$ cat src/rtl/uart_send_fifo.sv
// Buffered 8N1 UART transmitter: a byte FIFO with a valid/ready push port,
// drained LSB-first onto uart_tx. Frames go back-to-back while data remains.
module uart_send_fifo #(
    parameter int CLKS_PER_BIT = 868,
    parameter int FIFO_DEPTH   = 16,
    parameter int ADDR_W       = 4
) (
    input  logic              clock,
    input  logic              reset,
    input  logic [7:0]        send_data,
    input  logic              send_valid,
    output logic              send_ready,
    output logic              uart_tx,
    output logic              uart_busy,
    output logic [ADDR_W:0]   fifo_level
);

    localparam int TMR_W = (CLKS_PER_BIT > 2) ? $clog2(CLKS_PER_BIT) : 1;
    localparam logic [TMR_W-1:0]  TMR_LAST = TMR_W'(CLKS_PER_BIT - 1);
    localparam logic [ADDR_W:0]   LVL_FULL = (ADDR_W + 1)'(FIFO_DEPTH);

    typedef enum logic [1:0] {
        IDLE,
        START,
        DATA,
        STOP
    } state_t;

    state_t              state_q, state_d;
    logic [TMR_W-1:0]    timer_q, timer_d;
    logic [2:0]          bit_idx_q, bit_idx_d;
    logic [7:0]          shift_q, shift_d;
    logic                tx_q, tx_d;
    logic [ADDR_W-1:0]   wr_ptr_q, wr_ptr_d;
    logic [ADDR_W-1:0]   rd_ptr_q, rd_ptr_d;
    logic [ADDR_W:0]     level_q, level_d;
    logic [7:0]          mem_q [FIFO_DEPTH];

    logic push;
    logic pop;
    logic timer_done;

    assign send_ready = (level_q != LVL_FULL);
    assign push       = send_valid & send_ready;
    assign timer_done = (timer_q == TMR_LAST);

    assign uart_tx    = tx_q;
    assign uart_busy  = (state_q != IDLE) || (level_q != '0);
    assign fifo_level = level_q;

    always_comb begin
        wr_ptr_d = push ? wr_ptr_q + ADDR_W'(1) : wr_ptr_q;
        rd_ptr_d = pop  ? rd_ptr_q + ADDR_W'(1) : rd_ptr_q;
        level_d  = level_q;
        case ({push, pop})
            2'b10:   level_d = level_q + (ADDR_W + 1)'(1);
            2'b01:   level_d = level_q - (ADDR_W + 1)'(1);
            default: level_d = level_q;
        endcase
    end

    // The FSM only looks at the registered level, so a push into an empty
    // FIFO is seen one edge later rather than bypassed into the shifter.
    always_comb begin
        state_d   = state_q;
        timer_d   = timer_q;
        bit_idx_d = bit_idx_q;
        shift_d   = shift_q;
        tx_d      = tx_q;
        pop       = 1'b0;

        case (state_q)
            IDLE: begin
                tx_d = 1'b1;
                if (level_q != '0) begin
                    pop     = 1'b1;
                    shift_d = mem_q[rd_ptr_q];
                    tx_d    = 1'b0;
                    timer_d = '0;
                    state_d = START;
                end
            end
            START: begin
                if (timer_done) begin
                    timer_d   = '0;
                    bit_idx_d = 3'd0;
                    tx_d      = shift_q[0];
                    state_d   = DATA;
                end else begin
                    timer_d = timer_q + TMR_W'(1);
                end
            end
            DATA: begin
                if (timer_done) begin
                    timer_d = '0;
                    if (bit_idx_q != 3'd7) begin
                        shift_d   = shift_q >> 1;
                        bit_idx_d = bit_idx_q + 3'd1;
                        tx_d      = shift_q[1];
                    end else begin
                        tx_d    = 1'b1;
                        state_d = STOP;
                    end
                end else begin
                    timer_d = timer_q + TMR_W'(1);
                end
            end
            STOP: begin
                if (timer_done) begin
                    timer_d = '0;
                    if (level_q != '0) begin
                        pop     = 1'b1;
                        shift_d = mem_q[rd_ptr_q];
                        tx_d    = 1'b0;
                        state_d = START;
                    end else begin
                        state_d = IDLE;
                    end
                end else begin
                    timer_d = timer_q + TMR_W'(1);
                end
            end
            default: state_d = IDLE;
        endcase
    end

    always_ff @(posedge clock or negedge reset) begin
        if (!reset) begin
            state_q   <= IDLE;
            timer_q   <= '0;
            bit_idx_q <= 3'd0;
            shift_q   <= 8'd0;
            tx_q      <= 1'b1;
            wr_ptr_q  <= '0;
            rd_ptr_q  <= '0;
            level_q   <= '0;
        end else begin
            state_q   <= state_d;
            timer_q   <= timer_d;
            bit_idx_q <= bit_idx_d;
            shift_q   <= shift_d;
            tx_q      <= tx_d;
            wr_ptr_q  <= wr_ptr_d;
            rd_ptr_q  <= rd_ptr_d;
            level_q   <= level_d;
        end
    end

    // Storage is data-only; stale entries are unreachable once the pointers reset.
    always_ff @(posedge clock) begin
        if (push) begin
            mem_q[wr_ptr_q] <= send_data;
        end
    end

endmodule

$ cat config.mk
export PLATFORM = sky130hd
export DESIGN_NAME = uart_send_fifo
export DESIGN_NICKNAME = d
export VERILOG_FILES = /design/src/rtl/uart_send_fifo.sv
export SDC_FILE = /design/constraint.sdc
export NUM_CORES = 1
export LEC_CHECK = 0
export ABC_AREA = 0
export CORE_MARGIN = 1
export CORE_UTILIZATION = 55
export DETAILED_ROUTE_END_ITERATION = 7
export PLACE_DENSITY = 0.76
export SLEW_MARGIN = 0
export SYNTH_ARGS = -nofsm -noshare
export SYNTH_HDL_FRONTEND = slang
export SYNTH_SLANG_ARGS = --single-unit
$ cat constraint.sdc
create_clock -name clock -period 7.2 [get_ports clock]
set_input_delay 0.72 -clock clock [delete_from_list [all_inputs] [get_ports clock]]
set_output_delay 0.72 -clock clock [all_outputs]
set_load 0.005 [all_outputs]
; ---- Word level (Yosys, flattened, before mapping)
; Memory sizes are Yosys's and may differ from the RTL's.
; Index checks and enable logic that the tools add are counted.
[word_totals]
ff_bits = 37
latch_bits = 0
mem_bits_rw = 128
mem_bits_ro = 0
out_inout_bits = 8
wordCells = 75
memories = 1
[classes]
add_sub_neg = 6
n_mul = 0
n_div = 0
magnitude_cmp = 0
eq_ne = 15
n_shift = 0
n_mux = 32
bitwise = 1
reduce_logical = 12
[memory_table]
columns = name, depth, width, rd, rd_clocked_by_memory_dff, wr, line
row1 = mem_q, 16, 8, 1, 0, 1, 37  ; logic [7:0] mem_q [FIFO_DEPTH];
[op_table]
columns = cell, count
row1 = $mux W8, 4
row2 = $pmux W8 S3, 1
row3 = $mux W10, 2
row4 = $pmux W10 S2, 1
row5 = $ne A2 B2 Y1 const B, 7
row6 = $reduce_and A4 Y1, 3
row7 = $mux W1, 11
row8 = $add A10 B1 Y10 const B, 1
row9 = $eq A10 B10 Y1 const B, 1
row10 = $mux W2, 5
row11 = $pmux W5 S2, 1
row12 = $mux W3, 3
row13 = $add A4 B1 Y4 const B, 2
row14 = $pmux W2 S4, 1
row15 = $eq A2 B2 Y1 const B, 3
row16 = $pmux W3 S2, 1
row17 = $reduce_bool A2 Y1, 3
row18 = $add A5 B1 Y5 const B, 1
row19 = $ne A5 B5 Y1 const B, 1
row20 = $reduce_and A5 Y1, 1
row21 = $reduce_bool A5 Y1, 1
row22 = $sub A5 B1 Y5 const B, 1
row23 = $eq A2 B1 Y1 const B, 2
row24 = $pmux W1 S4, 1
row25 = other kinds (8), 8

; ---- Logic depth before layout (Yosys ltp)
[depth]
depth_word = 6
mapped_depth = 12
mapped_depth_nobuf = 11

; ---- Worst setup path before layout
; Ideal clock, no wire load.
[synth_path]
path_type = register to register
from = register level_q[1] (netlist: fifo_level[1])
to = register level_q[4] (netlist: fifo_level[4])
setup_ns = 0.123
arrival_time_ns = 2.479
required_ns = 7.077
path_slack_ns = 4.598
path_stages_with_launch = 13
n_path_buf = 1
path_cell_list = dfrtp_1 -> nor4_4 -> nand2_1 -> and2_1 -> clkbuf_1 -> inv_1 -> ha_1 -> ha_1 -> a21o_1 -> a21oi_1 -> xor2_1 -> nor2_1 -> xnor2_1
[synth_via]
elab_cells_between_ends = 12
classes_between = add/sub (2) / eq/ne (3) / mux (4) / bitwise (1) / reduce/logical (2)
[synth_rtl]
columns = item, line
row1 = "start, declared", 36  ; logic [ADDR_W:0] level_q, level_d;
row2 = "start signal, assigned", 145  ; level_q <= level_d;
row3 = $ne A5 B5 Y1 (*), 43  ; assign send_ready = (level_q != LVL_FULL);
row4 = named net send_ready, 12  ; output logic send_ready,
row5 = $and A1 B1 Y1 (*), 44  ; assign push = send_valid & send_ready;
row6 = $eq A2 B1 Y1 or $eq A2 B2 Y1 (tied branches), 55  ; case ({push, pop})
row7 = $pmux W5 S2 or $reduce_bool A2 Y1 (tied branches), --
; Mark *: on every way through the listed nets, which the timed path passes. The rest lies on a longest branch.
; A chain may end at the register's enable or synchronous reset.

; ---- Final worst setup path
[layout_path]
from = register level_q[1] (netlist: fifo_level[1])
to = output port uart_busy
[layout_via]
elab_chain_cells = 2
[layout_rtl]
columns = item, line
row1 = $reduce_bool A5 Y1, 48  ; assign uart_busy = (state_q != IDLE) || (level_q != '0);
row2 = $logic_or A1 B1 Y1, 48
row3 = "end, declared", 14  ; output logic uart_busy,
; No other way between the ends.

==> results.txt <==
----------------------------------------------------
[Worst setup path]
  Type of element capturing the critical path ... primary output
  CP max-delay cell ... sky130_fd_sc_hd__dfrtp_1
  Biggest cell delay along the critical path ... about 0.47 ns
  Worst setup SP type ... register
  Crit path kind ... register to primary output
  Kind of cell adding the most delay to the critical path ... simple AND/OR/NAND/NOR gates
  Largest driver fanout on the critical path ... 8
  Worst Path Required ... 6.48 ns
  Arr. time, crit path ... around 2.3 ns
  Cells along the critical path ... nor4_4 > and3_1 > inv_2 > clkdlybuf4s50_1
  Critical path buffers and inverters ... 2

[Logic synthesis]
  Number of synthesized flops with an enable pin ... 128
  Sequential cell area fraction in the yosys report ... 0.678
  Ys async rst share ... 0.224
  Number of distinct library cell variants in the gate-level netlist after synthesis ... 47
  Synthesized area per cell ... about 16 um^2
  Most used flip-flop cell after synthesis ... sky130_fd_sc_hd__edfxtp_1
  Netlist area before placement ... roughly 7000 um^2
  Post-Synthesis Net Count ... between 400 and 500
  Flip-flop and latch count after synthesis ... about 170
  Post-synthesis instance total ... 427
  Synth Warn # ... 0

[Timing]
  Share of the clock period used by the worst path ... 0.416
  Actual slew at the worst max-slew pin ... 1.19 ns
  Max_slew headroom ... 0.203
  WHS ... slightly below 0.4 ns
  Clock period minus final worst setup slack ... between 2 and 3 ns
  Final worst clock skew ... about 0.015 ns
  Final hold viol count ... 0
  Maximum operating frequency ... 0.334 GHz
  Max-slew violation count ... 0
  Unrepaired setup endpoints after global routing ... no
  Final setup violation count ... 0
  Sum of negative setup slack ... 0 ns

[Route]
  Number of vias per cell after detailed routing ... a little under 6
  Antenna violation net count after detailed routing ... 0
  Post-Route WL ... roughly 13,000 um
  DR pass1 iterations ... 5
  DRC ... 0
  Total number of vias ... around 3,600
  1st-iter DRT viols ... roughly 320
  Detail-routed net length per standard cell ... ~20 um

[Floorplan]
  Floorplan die width ... roughly 120 um
  Overall die area ... between 10,000 and 15,000 um^2
  Core box area ... between 10,000 and 15,000 um^2
  Die Span Y ... approximately 120 um
  Cell row count ... 40
  Boundary pin count ... 19
  Effective utilization at floorplan ... 0.574

[Power]
  P per Cell Area ... about 290 nW/um^2
  Total power draw ... around 2300 uW
  Sequential Power Share ... 0.517
  Static Leak ... ~0.0028 uW
  Cell-internal power ... 1720 uW
  Portion of total power attributed to the clock network ... 0.375
  Combinational group share of total power ... 0.108
  Worst ir drop on vdd ... between 0.2 and 0.25 mV
  Switching power ... approximately 580 uW
  Switching share of power ... 0.252

[Layout]
  Ant. Diodes ... 0
  Nets ... around 480
  Flip-flop and latch area ... about 4800 um^2
  Area taken by multi-input logic gates ... between 2000 and 2500 um^2
  Final core occ ... 0.641
  Most common cell after layout, fill and taps aside ... sky130_fd_sc_hd__edfxtp_1
  Filler cell count ... approximately 860
  Share of layout cells above drive strength 1 ... 0.157
  Commonest non-fill, non-tap cells in the layout ... sky130_fd_sc_hd__edfxtp_1 (128), sky130_fd_sc_hd__nor2_1 (37), sky130_fd_sc_hd__dfrtp_1 (35), sky130_fd_sc_hd__a21oi_1 (27), sky130_fd_sc_hd__mux4_2 (24)
  Syn-to-layout area delta ... 11.7%

[Place]
  Port Buffer Count ... 18
  Sum of net half-perimeters after detailed placement ... a little over 8000 um
  Global placer's final weighted congestion ... 0.776

[Run status]
  Result of the run ... finished clean

[Clocking]
  Setup Buffers After CTS ... 0
  Clock net sink count ... ~170
  Clk Latency, worst-skew pair ... between 0.4 and 0.5 ns
  Number of buffers added by the clock tree synthesis step ... 17
  Number of H-tree levels ... 4
  CTS tree ... done
  Number of cells upsized or downsized after cts ... 0
  Root cell of the clock tree ... sky130_fd_sc_hd__clkbuf_16
  Total of hold buffers inserted after clock tree synthesis ... 0
  Clk pin slew, worst setup/hold paths ... around 0.07 ns
  CTS max path bufs ... 2

[Global routing]
  Number of global-route vias before repair ... between 3,000 and 4,000
  GRT Overall Usage ... 0.219
  Global-route wire length before repair ... slightly above 20,000 um
  Antenna violations before repair ... 0
  Largest net degree at the start of global routing ... 38
  Global-route congestion overflow total ... 0

[Worst hold path]
  Worst min path class ... input pin to asynchronous set/reset pin

[Flow run]
  Maxcap violations ... 0

----------------------------------------------------
power groups by stage:
stage	registers, uW	logic, uW	clock network (uW)
final	1190	249	861
after global placement	1200	241	0
after floorplan	1180	162	0
after CTS	1190	251	876
after detailed placement	1210	250	0
after global routing	1200	276	910
synth_stat cells, drive strengths merged, types with 2 or more instances:
master         instances  area share
a22o                   2      0.0025
a22oi                 17       0.018
ha                    18       0.032
o221a                  2      0.0032
nand2b                 2      0.0018
xnor2                 13       0.016
mux4                  32        0.11
nand2                 20       0.011
a21o                   3      0.0032
nand4                  3      0.0027
edfxtp               128        0.55
o21ai                  9      0.0064
and3                   6      0.0053
inv                    9      0.0048
dfrtp                 36        0.13
a21oi                 29       0.022
clkbuf                 4      0.0021
nor2                  37       0.020
clkdlybuf4s25          3      0.0043
xor2                   5      0.0062
nor3                   7      0.0057
nand3                  6      0.0043
and2                   4      0.0036
nor4                   2      0.0039
buf                   14       0.015
nor2b                  2      0.0018
mux2                   4      0.0069
layout make-up:
cell class                 instances  share of cell area
tap                              168              0.0268
clock inverter                    14              0.0180
sequential                       165               0.607
inverter                           9             0.00430
multi-input combinational        232               0.264
clock buffer                      17              0.0541
timing repair buffer              21              0.0252
cell families after synthesis:
group / synth area share
AOI/OAI and AO/OA: 0.0605
xor gates and xnor gates: 0.0224
adders and majority gates: 0.0349
buffers and inverters: 0.0267
DFF: 0.678
muxes: 0.114
and+or+nand+nor: 0.0638
registers in the layout (all words and copies together), names as in the netlist:
register	count
uart_tx	1
timer_q	10
bit_idx_q	3
shift_q	8
fifo_level	5
rd_ptr_q	4
state_q	2
wr_ptr_q	4
mem_q	128
stage by stage:
stage | instance area, um^2 | cells | worst slack [ns]
CTS | 7860 | 626 | 4.19
finish | 7860 | 626 | 4.20
global route | 7860 | 626 | 4.01
global placement | 7290 | 595 | 4.08
detailed placement | 7290 | 595 | 4.01
floorplan | 7040 | 427 | 4.60
per-layer routing:
layer,up-vias,global-route usage,share of wire
met1,1858,0.293,0.43
met2,82,0.352,0.51
met4,0,0.0874,0.014
li1,1689,-,-
met3,14,0.0522,0.045
met5,-,0,0
worst paths after layout:
kind	from	end	slack, ns	cells after the start
min reg2reg	timer_q[1]	timer_q[1]	0.51	2
min in group clock	timer_q[1]	timer_q[1]	0.51	2
min	reset	bit_idx_q[1]	0.39	1
max reg2reg	timer_q[0]	fifo_level[4]	4.26	11
max	fifo_level[1]	uart_busy	4.20	4
max in group asynchronous	reset	rd_ptr_q[0]	6.22	1
worst register-to-register path, stage by stage, from the launching register on:
cell and delay [ns]:
sky130_fd_sc_hd__dfrtp_1 0.40, sky130_fd_sc_hd__ha_1 0.25, sky130_fd_sc_hd__nor3b_2 0.25, sky130_fd_sc_hd__a41oi_1 0.16
sky130_fd_sc_hd__nor3_2 0.39, sky130_fd_sc_hd__ha_1 0.37, sky130_fd_sc_hd__ha_1 0.32, sky130_fd_sc_hd__a21o_1 0.17
sky130_fd_sc_hd__a21oi_1 0.17, sky130_fd_sc_hd__xor2_1 0.15, sky130_fd_sc_hd__nor2_1 0.06, sky130_fd_sc_hd__xnor2_1 0.13
No activity file was read; power rests on OpenSTA's default activity.
